==> src/rtl/adder_tree_seq.sv <==
// adder_tree_seq: feeds multi-beat A/B vector jobs through an external combinational adder
// tree and accumulates one wide total per job. Optional macro: ADDER_TREE_SEQ_PIPE_EN.
module adder_tree_seq #(
  parameter int  TREE_SIZE = 8,
  parameter int  DATA_SIZE = 8,
  parameter int  MAX_BEATS = 16,
  localparam int ZW        = DATA_SIZE + $clog2(TREE_SIZE) + 1,
  localparam int ACC_W     = ZW + $clog2(MAX_BEATS),
  localparam int CW        = $clog2(MAX_BEATS) + 1,
  localparam int VW        = TREE_SIZE * DATA_SIZE
) (
  input  logic             clk,
  input  logic             rst_n,
  input  logic             in_valid,
  output logic             in_ready,
  input  logic             in_last,
  input  logic [VW-1:0]    in_a,
  input  logic [VW-1:0]    in_b,
  output logic [VW-1:0]    tree_a,
  output logic [VW-1:0]    tree_b,
  input  logic [ZW-1:0]    tree_z,
  output logic             out_valid,
  input  logic             out_ready,
  output logic [ACC_W-1:0] out_sum,
  output logic [CW-1:0]    out_count,
  output logic             out_ovf
);

`ifdef ADDER_TREE_SEQ_PIPE_EN
  typedef enum logic [1:0] {
    ST_IDLE  = 2'd0,
    ST_RUN   = 2'd1,
    ST_DRAIN = 2'd2,
    ST_OUT   = 2'd3
  } state_e;
`else
  typedef enum logic [1:0] {
    ST_IDLE  = 2'd0,
    ST_RUN   = 2'd1,
    ST_OUT   = 2'd3
  } state_e;
`endif

  state_e           state_q, state_d;
  logic [ACC_W-1:0] acc_q, acc_d;
  logic [CW-1:0]    cnt_q, cnt_d;
  logic             ovf_q, ovf_d;
  logic             in_ready_q, in_ready_d;
  logic             out_valid_q, out_valid_d;
  logic             beat_hs_s;
  logic             cnt_max_s;
  logic [ACC_W-1:0] addend_s;
  state_e           last_st_s;

  assign tree_a    = in_a;
  assign tree_b    = in_b;
  assign beat_hs_s = in_valid & in_ready_q;
  assign cnt_max_s = (cnt_q == CW'(MAX_BEATS));

`ifdef ADDER_TREE_SEQ_PIPE_EN
  logic [ZW-1:0] pipe_q, pipe_d;
  logic          pipe_vld_q, pipe_vld_d;

  // Capture the tree sum of each accepted beat; it lands in the accumulator a cycle later.
  always_comb begin
    pipe_d     = pipe_q;
    pipe_vld_d = 1'b0;
    if (beat_hs_s) begin
      pipe_d     = tree_z;
      pipe_vld_d = 1'b1;
    end else begin
      pipe_d     = pipe_q;
      pipe_vld_d = 1'b0;
    end
  end

  // Pipe register and its valid flag.
  always_ff @(posedge clk or negedge rst_n) begin
    if (!rst_n) begin
      pipe_q     <= {ZW{1'b0}};
      pipe_vld_q <= 1'b0;
    end else begin
      pipe_q     <= pipe_d;
      pipe_vld_q <= pipe_vld_d;
    end
  end

  assign addend_s  = pipe_vld_q ? ACC_W'(pipe_q) : {ACC_W{1'b0}};
  assign last_st_s = ST_DRAIN;
`else
  assign addend_s  = beat_hs_s ? ACC_W'(tree_z) : {ACC_W{1'b0}};
  assign last_st_s = ST_OUT;
`endif

  // Next-state, accumulate, beat count and overflow tracking.
  always_comb begin
    state_d = state_q;
    acc_d   = acc_q + addend_s;
    cnt_d   = cnt_q;
    ovf_d   = ovf_q;
    case (state_q)
      ST_IDLE, ST_RUN: begin
        if (beat_hs_s) begin
          // Count saturates; a beat beyond the guaranteed depth flags overflow.
          if (cnt_max_s) begin
            cnt_d = cnt_q;
            ovf_d = 1'b1;
          end else begin
            cnt_d = cnt_q + CW'(1'b1);
            ovf_d = ovf_q;
          end
          state_d = in_last ? last_st_s : ST_RUN;
        end else begin
          state_d = state_q;
        end
      end
`ifdef ADDER_TREE_SEQ_PIPE_EN
      ST_DRAIN: begin
        state_d = ST_OUT;
      end
`endif
      ST_OUT: begin
        if (out_ready) begin
          state_d = ST_IDLE;
          acc_d   = {ACC_W{1'b0}};
          cnt_d   = {CW{1'b0}};
          ovf_d   = 1'b0;
        end else begin
          state_d = ST_OUT;
        end
      end
      default: begin
        state_d = ST_IDLE;
        acc_d   = {ACC_W{1'b0}};
        cnt_d   = {CW{1'b0}};
        ovf_d   = 1'b0;
      end
    endcase
    in_ready_d  = (state_d == ST_IDLE) || (state_d == ST_RUN);
    out_valid_d = (state_d == ST_OUT);
  end

  // State, accumulator and registered handshake outputs.
  always_ff @(posedge clk or negedge rst_n) begin
    if (!rst_n) begin
      state_q     <= ST_IDLE;
      acc_q       <= {ACC_W{1'b0}};
      cnt_q       <= {CW{1'b0}};
      ovf_q       <= 1'b0;
      in_ready_q  <= 1'b1;
      out_valid_q <= 1'b0;
    end else begin
      state_q     <= state_d;
      acc_q       <= acc_d;
      cnt_q       <= cnt_d;
      ovf_q       <= ovf_d;
      in_ready_q  <= in_ready_d;
      out_valid_q <= out_valid_d;
    end
  end

  assign in_ready  = in_ready_q;
  assign out_valid = out_valid_q;
  assign out_sum   = acc_q;
  assign out_count = cnt_q;
  assign out_ovf   = ovf_q;

endmodule

==> config.mk <==
export PLATFORM = sky130hd
export DESIGN_NAME = adder_tree_seq
export DESIGN_NICKNAME = d
export VERILOG_FILES = /design/src/rtl/adder_tree_seq.sv
export SDC_FILE = /design/constraint.sdc
export NUM_CORES = 1
export LEC_CHECK = 0
export BUFFER_PORTS_ARGS = -buffer_cell sky130_fd_sc_hd__buf_4
export CORE_AREA = 2 2 116 118
export DETAILED_ROUTE_END_ITERATION = 8
export DIE_AREA = 0 0 118 120
export RECOVER_POWER = 100
export SLEW_MARGIN = 0
export SYNTH_ARGS = -nofsm -noshare
export SYNTH_HDL_FRONTEND = slang
export SYNTH_SLANG_ARGS = --single-unit
==> constraint.sdc <==
create_clock -name clk -period 2.7 [get_ports clk]
set_input_delay 0.135 -clock clk [delete_from_list [all_inputs] [get_ports clk]]
set_output_delay 0.135 -clock clk [all_outputs]
set_load 0.05 [all_outputs]
==> qor.yml, run 1 <==
placed_design:
  place_congestion: 0.853
  place_inst: 401
  port_buffers: 40
  dp_hpwl_microns: 4570
finish:
  antenna_cells: 0
  nets: 393
  layout_commonest_cell: "clkbuf_1"
  final_cell_mix: "29 x clkbuf_1, 25 x dfrtp_1, 18 x nand2_1"
  final_layout_size_suffix_gt1_share_pct: 12.9
  utilization_pct: 17.3
  stdcell_count: 408
  area_growth_pct: -16.2
clocking:
  cts_made_buffers: 3
  cts.clk_slew.worst_paths_ps: 70
  cts_max_path_buffers: 2
  root_buffer: "clkbuf_16"
  cts.repair.resized: 0
  cts.sinks: 26
  clk_latency_ps: 260
  htree_levels: 1
  cts_tree: "built"
run:
  max_cap_violations: 0
worst_hold_path:
  hold_start: "in_last"
  hold_class: "input pin to flip-flop"
logic_synthesis:
  syn-num-nets: 477
  synth-seq-cells: 26
  synth.avg_cell_area_sq_um: 8.43
  ys_seq_area_share_pct: 24.4
  synth_warnings: 0
  synthCells: 317
  syn_area_sq_um: 2670
  ys_types: 42
timing:
  max_freq_ghz: 0.386
  worst_slew_pin_slew_ps: 1490
  tns_ps: 0
  finalClockSkew_ps: 6.64
  rsz0062_at_grt: "false"
  final_max_slew_viol_count: 0
  fin_crit_sh_pct: 96.0
  period_minus_slack_ps: 2590
  relSlewSlack_pct: 0.812
  final-setup-viol-count: 0
  hold_viol: 0
setup_path:
  cp.arrival_ps: 2780
  rrSetupSlack_ps: 110
  required_ps: 2890
  rr_startpoint: "in_ready$_DFF_PN1_"
  end_kind: "flip-flop"
  startpoint: "in_ready$_DFF_PN1_"
  path_max_fanout: 4
  r2r_cells: 9
  worstSetupStartpointType: "flip-flop"
  cp-endpoint: "out_sum[14]$_DFF_PN0_"
  r2r-end: "out_sum[14]$_DFF_PN0_"
  criticalPathCategory: "flip-flop to flip-flop"
global_routing:
  grt_pass1_wl_microns: 9090
  antenna_found_initial: 0
  grt_pass1_vias: 1697
  grt_max_degree: 27
  grt-ovfl-total: 0
  grt_usage_pct: 7.98
detailed_routing:
  routedWlPerCell_microns: 14.0
  drt_first_pass_iters: 4
  drtAntennaViolNets: 0
  drc: 0
  first_iter_violations: 61
  num_vias: 1655
  via_per_inst: 4.06
  wirelength_microns: 5730
die:
  die_y_microns: 120
  start_util_pct: 20.6
  die_x_microns: 118
  die_area_sq_um: 14200
  row_count: 42
  ios: 297
  core_sq_um: 13000
outcome:
  outcome: "finished, final reports clean"
pwr:
  peakVddDrop_uv: 454
  p_leak_nw: 0.940
  power.density_nw_per_um2: 1070
-- flip-flops by register name (all words and copies together) (netlist names) --
register,flops
out_sum,16
out_count,5
state_q,2
in_ready,1
out_ovf,1
out_valid,1
-- area by class of cell --
class,count,area [sq um]
clock buffer,4,78.8
fill,1477,10700
inverter,11,41.3
multi-input combinational,145,1010
sequential,26,652
tap,176,220
timing repair buffer,46,243
-- routing by layer --
| metal | vias up | routed length (microns) | track usage [%] |
|---|---|---|---|
| met2 | 86 | 2710 | 13.0 |
| met3 | 50 | 475 | 3.23 |
| met1 | 753 | 2250 | 8.69 |
| met5 | - | 0 | 0 |
| li1 | 766 | - | - |
| met4 | 0 | 298 | 4.89 |
-- timing repair --
item                                   CTS  global route
hold buffers                             1             0
setup buffers                            0             2
setup endpoints to repair                0             1
endpoints found under the hold margin   25             0
-- power by group --
| part | internal, mW | switching (mW) | total (mW) |
|---|---|---|---|
| Combinational | 0.391 | 0.991 | 1.38 |
| Sequential | 0.538 | 0.132 | 0.669 |
| Clock | 0.202 | 0.138 | 0.340 |
-- logic make-up after synthesis --
logic type / after synthesis / share of synthesized area [%]
compound gates: 46 / 11.6
xor+xnor: 8 / 2.62
fa+ha+maj: 15 / 7.30
buf+inv: 146 / 38.5
flops: 26 / 24.4
mux: 4 / 1.50
simple gates: 72 / 14.1
-- worst max-delay path, cell delays in order, from the launching register on --
cell and delay, ps:
dfstp_2 550, and3_4 180, ha_4 130, inv_2 40
fa_2 320, and2b_2 250, o2111ai_2 180, a2111o_1 480
a31oi_1 180, mux2i_1 210
-- worst min-delay path by stage --
stage / to / slack [ps] / depth (start not counted)
floorplan: out_count[0]$_DFFE_PN0P_ / -160 / 0
global placement: out_sum[11]$_DFF_PN0_ / 80 / 1
detailed placement: out_sum[11]$_DFF_PN0_ / 80 / 1
CTS: out_valid$_DFF_PN0_ / 130 / 2
global route: out_valid$_DFF_PN0_ / 140 / 2
finish: out_valid$_DFF_PN0_ / 140 / 2
-- stage by stage --
stage	hold WS, ps	area, sq um	total power [mW]	setup slack (ps)
6_report	135	2240	2.39	108
5_1_grt	137	2240	2.57	12.6
4_1_cts	133	2340	2.55	106
3_5_place_dp	84.1	2250	2.20	127
3_3_place_gp	80.2	2250	2.18	215
2_1_floorplan	-161	2710	2.25	-48.1
-- cells in the mapped netlist, drive strengths merged --
library cell  number  share of area (%)
buf              129                 36
dfrtp             25                 23
nand2             18                2.5
a21oi             15                2.9
ha                14                6.6
and3              11                2.6
inv               11                1.5
nor2              11                1.5
o21ai             10                1.9
nor3               9                1.7
clkbuf             6               0.84
nand2b             5                1.2
nand4              5                1.2
mux2i              4                1.5
xnor2              4                1.3
xor2               4                1.3
a21o               3               0.84
a31o               3               0.98
and2               3               0.70
nor2b              3               0.70
o21a               3               0.84
a2111o             2               0.84
a211oi             2               0.56
a31oi              2               0.70
and2b              2               0.61
o211ai             2               0.56
a21boi             1               0.28
dfstp              1               0.98
fa                 1               0.75
nand3              1               0.19
nand4b             1               0.33
nor3b              1               0.28
nor4               1               0.23
nor4bb             1               0.37
o2111ai            1               0.56
o31a               1               0.33
o31ai              1               0.28
Note: power is estimated with default switching activity, not from simulation.
==> inputs of run 2 (changes only) <==
CELL_PAD_IN_SITES_DETAIL_PLACEMENT = 0   (was not set)
CELL_PAD_IN_SITES_GLOBAL_PLACEMENT = 1   (was not set)
CORE_AREA = not set   (was 2 2 116 118)
CORE_MARGIN = 5   (was not set)
CORE_UTILIZATION = 20   (was not set)
DIE_AREA = not set   (was 0 0 118 120)
PLACE_DENSITY_LB_ADDON = 0.1   (was not set)
==> run 2 against run 1 <==
The run now ends with max-capacitance violations, max-slew violations left. Register-to-register slack gained 90 ps. Total power grew 5.4%. First-iteration DRC count shrank 8.2%. Combinational power is essentially flat. Die area grew 11%. Critical path depth is the same. Cell count shrank 0.25%. Fmax grew 3.5%. Clock-buffer cell count shrank 1. Routed wire length grew 14%. Non-clock buffer count shrank 1. Sequential power grew 1%. Critical path type unchanged. Critical endpoint unchanged. Largest cell class unchanged. Largest power group unchanged.
==> qor.yml, run 2 (same netlist as run 1, synthesis figures left out) <==
finish:
  final_layout_size_suffix_gt1_share_pct: 13.0
  area_growth_pct: -15.2
  antenna_cells: 0
  final_cell_mix: "27 x clkbuf_1, 25 x dfrtp_1, 18 x nand2_1"
  nets: 392
  fin_area_sq_um: 2270
  layout_commonest_cell: "clkbuf_1"
  largest_register_ff_count: 16
worst_hold_path:
  hold_start: "in_last"
  hold_depth: 2
  hold_path_end: "out_valid$_DFF_PN0_"
  hold_class: "input pin to flip-flop"
detailed_routing:
  drc: 0
  via_per_inst: 3.99
  routedWlPerCell_microns: 16.1
  drt_first_pass_iters: 4
  first_iter_violations: 56
  num_vias: 1624
  wirelength_microns: 6540
  drtAntennaViolNets: 0
timing:
  max_freq_ghz: 0.399
  fin_ws_ps: 195
  rsz0062_at_grt: "false"
  fin_crit_sh_pct: 92.8
  relSlewSlack_pct: -16.8
  final-setup-viol-count: 0
  hold_viol: 0
  fin_hold_ws_ps: 117
  final_max_slew_viol_count: 27
  period_minus_slack_ps: 2500
  finalClockSkew_ps: 1.37
  worst_slew_pin_slew_ps: 1750
global_routing:
  busiest_layer: "met2"
  grt-ovfl-total: 0
  grt_pass1_wl_microns: 10500
  grt_pass1_vias: 1833
  grt_usage_pct: 8.33
  grt_use_met3_pct: 3.09
  use_met2_pct: 13.0
  grt_max_degree: 27
  antenna_found_initial: 0
  met1_usage_pct: 10.1
setup_path:
  end_kind: "flip-flop"
  path_max_fanout: 3
  required_ps: 2900
  cp.arrival_ps: 2700
  criticalPathCategory: "flip-flop to flip-flop"
  r2r-end: "out_sum[14]$_DFF_PN0_"
  worstSetupStartpointType: "flip-flop"
  crit_chain: "and3_4 > ha_4 > inv_2 > fa_2 > and2b_1 > o2111ai_2 > a2111o_1 > a31oi_1 > mux2i_1"
  rr_startpoint: "in_ready$_DFF_PN1_"
  rrSetupSlack_ps: 200
  r2r_cells: 9
  cpPeakStageDelay_ps: 540
  cp_slowest_cell: "dfstp_1"
placed_design:
  place_congestion: 0.644
  dp_hpwl_microns: 4990
  dp_slack_ps: 234
  port_buffers: 40
  placed_cell_area_sq_um: 2260
clocking:
  cts_max_path_buffers: 2
  cts.sinks: 26
  cts.clk_slew.worst_paths_ps: 80
  cts_tree: "built"
  htree_levels: 1
  cts_made_buffers: 3
  root_buffer: "clkbuf_16"
  clk_latency_ps: 270
die:
  die_x_microns: 126
  ios: 297
  start_util_pct: 20.3
  row_count: 42
  die_y_microns: 126
  core_sq_um: 13200
  die_area_sq_um: 15800
pwr:
  peakVddDrop_uv: 275
  power.density_nw_per_um2: 1110
  swShare_pct: 51.5
  combPwrFrac_pct: 54.9
  p_total_mw: 2.52
  seq_power_share_pct: 26.9
  power_switching_mw: 1.30
  p_int_mw: 1.22
  clock_power_share_pct: 18.3
  p_leak_nw: 0.951
outcome:
  outcome: "finished, violations left"
  violations: "max-capacitance violations, max-slew violations"
run:
  max_cap_violations: 1
==> run 2: layer usage <==
layer,part of all wire (%),vias up,routed length (microns)
met5,0,-,0
met4,4.0,0,259
met3,7.3,36,474
met2,45,74,2970
met1,43,757,2830
li1,-,757,-
==> run 2: per-stage QoR <==
step	cells	util, %	setup TNS (ps)
6_report	407	17.2	0
5_1_grt	407	17.2	0
4_1_cts	407	18.0	0
3_5_place_dp	402	17.1	0
3_3_place_gp	402	17.1	0
2_1_floorplan	317	-	-71.8
==> run 2: power groups by stage <==
stage / combinational [mW] / clock (mW) / sequential (mW)
after floorplan: 1.13 / 0 / 1.13
after CTS: 1.53 / 0.493 / 0.693
final: 1.38 / 0.461 / 0.677
after global placement: 1.54 / 0 / 0.703
after global routing: 1.53 / 0.502 / 0.709
after detailed placement: 1.53 / 0 / 0.698
==> run 2: cell type report <==
cell class / count / area, sq um
well taps: 176 / 220
clock buffers: 3 / 75.1
repair buffers: 45 / 239
fillers: 1517 / 10900
inverters: 11 / 41.3
multi-input cells: 145 / 1010
flip-flops and latches: 26 / 652
clock inverters: 1 / 30.0
==> run 2: what timing repair did <==
item / CTS / global route
hold buffers: 1 / 0
hold endpoints to repair: 25 / 0
endpoints found under the setup margin: 0 / 1
resized for setup: 0 / 1
buffers inserted: 0 / 0
==> run 2: how the worst max path moves through the flow <==
stage | depth (start not counted) | slack [ps] | endpoint | start
after floorplan | 10 | -50 | out_sum[14]$_DFF_PN0_ | in_ready$_DFF_PN1_
after global placement | 8 | 250 | out_sum[11]$_DFF_PN0_ | in_ready$_DFF_PN1_
after detailed placement | 8 | 230 | out_sum[11]$_DFF_PN0_ | in_ready$_DFF_PN1_
after global routing | 8 | 50 | out_sum[14]$_DFF_PN0_ | in_ready$_DFF_PN1_
final | 9 | 200 | out_sum[14]$_DFF_PN0_ | in_ready$_DFF_PN1_
after CTS | 8 | 210 | out_sum[11]$_DFF_PN0_ | in_ready$_DFF_PN1_
==> run 2: critical path, delay by kind of cell, from the launching register on <==
family                   cells  cell delay, ps
AO/OA/AOI/OAI                3             780
flip-flops                   1             540
AND/OR/NAND/NOR              2             450
adder cells (fa/ha/maj)      2             450
multiplexers                 1             200
buffers and inverters        1              30
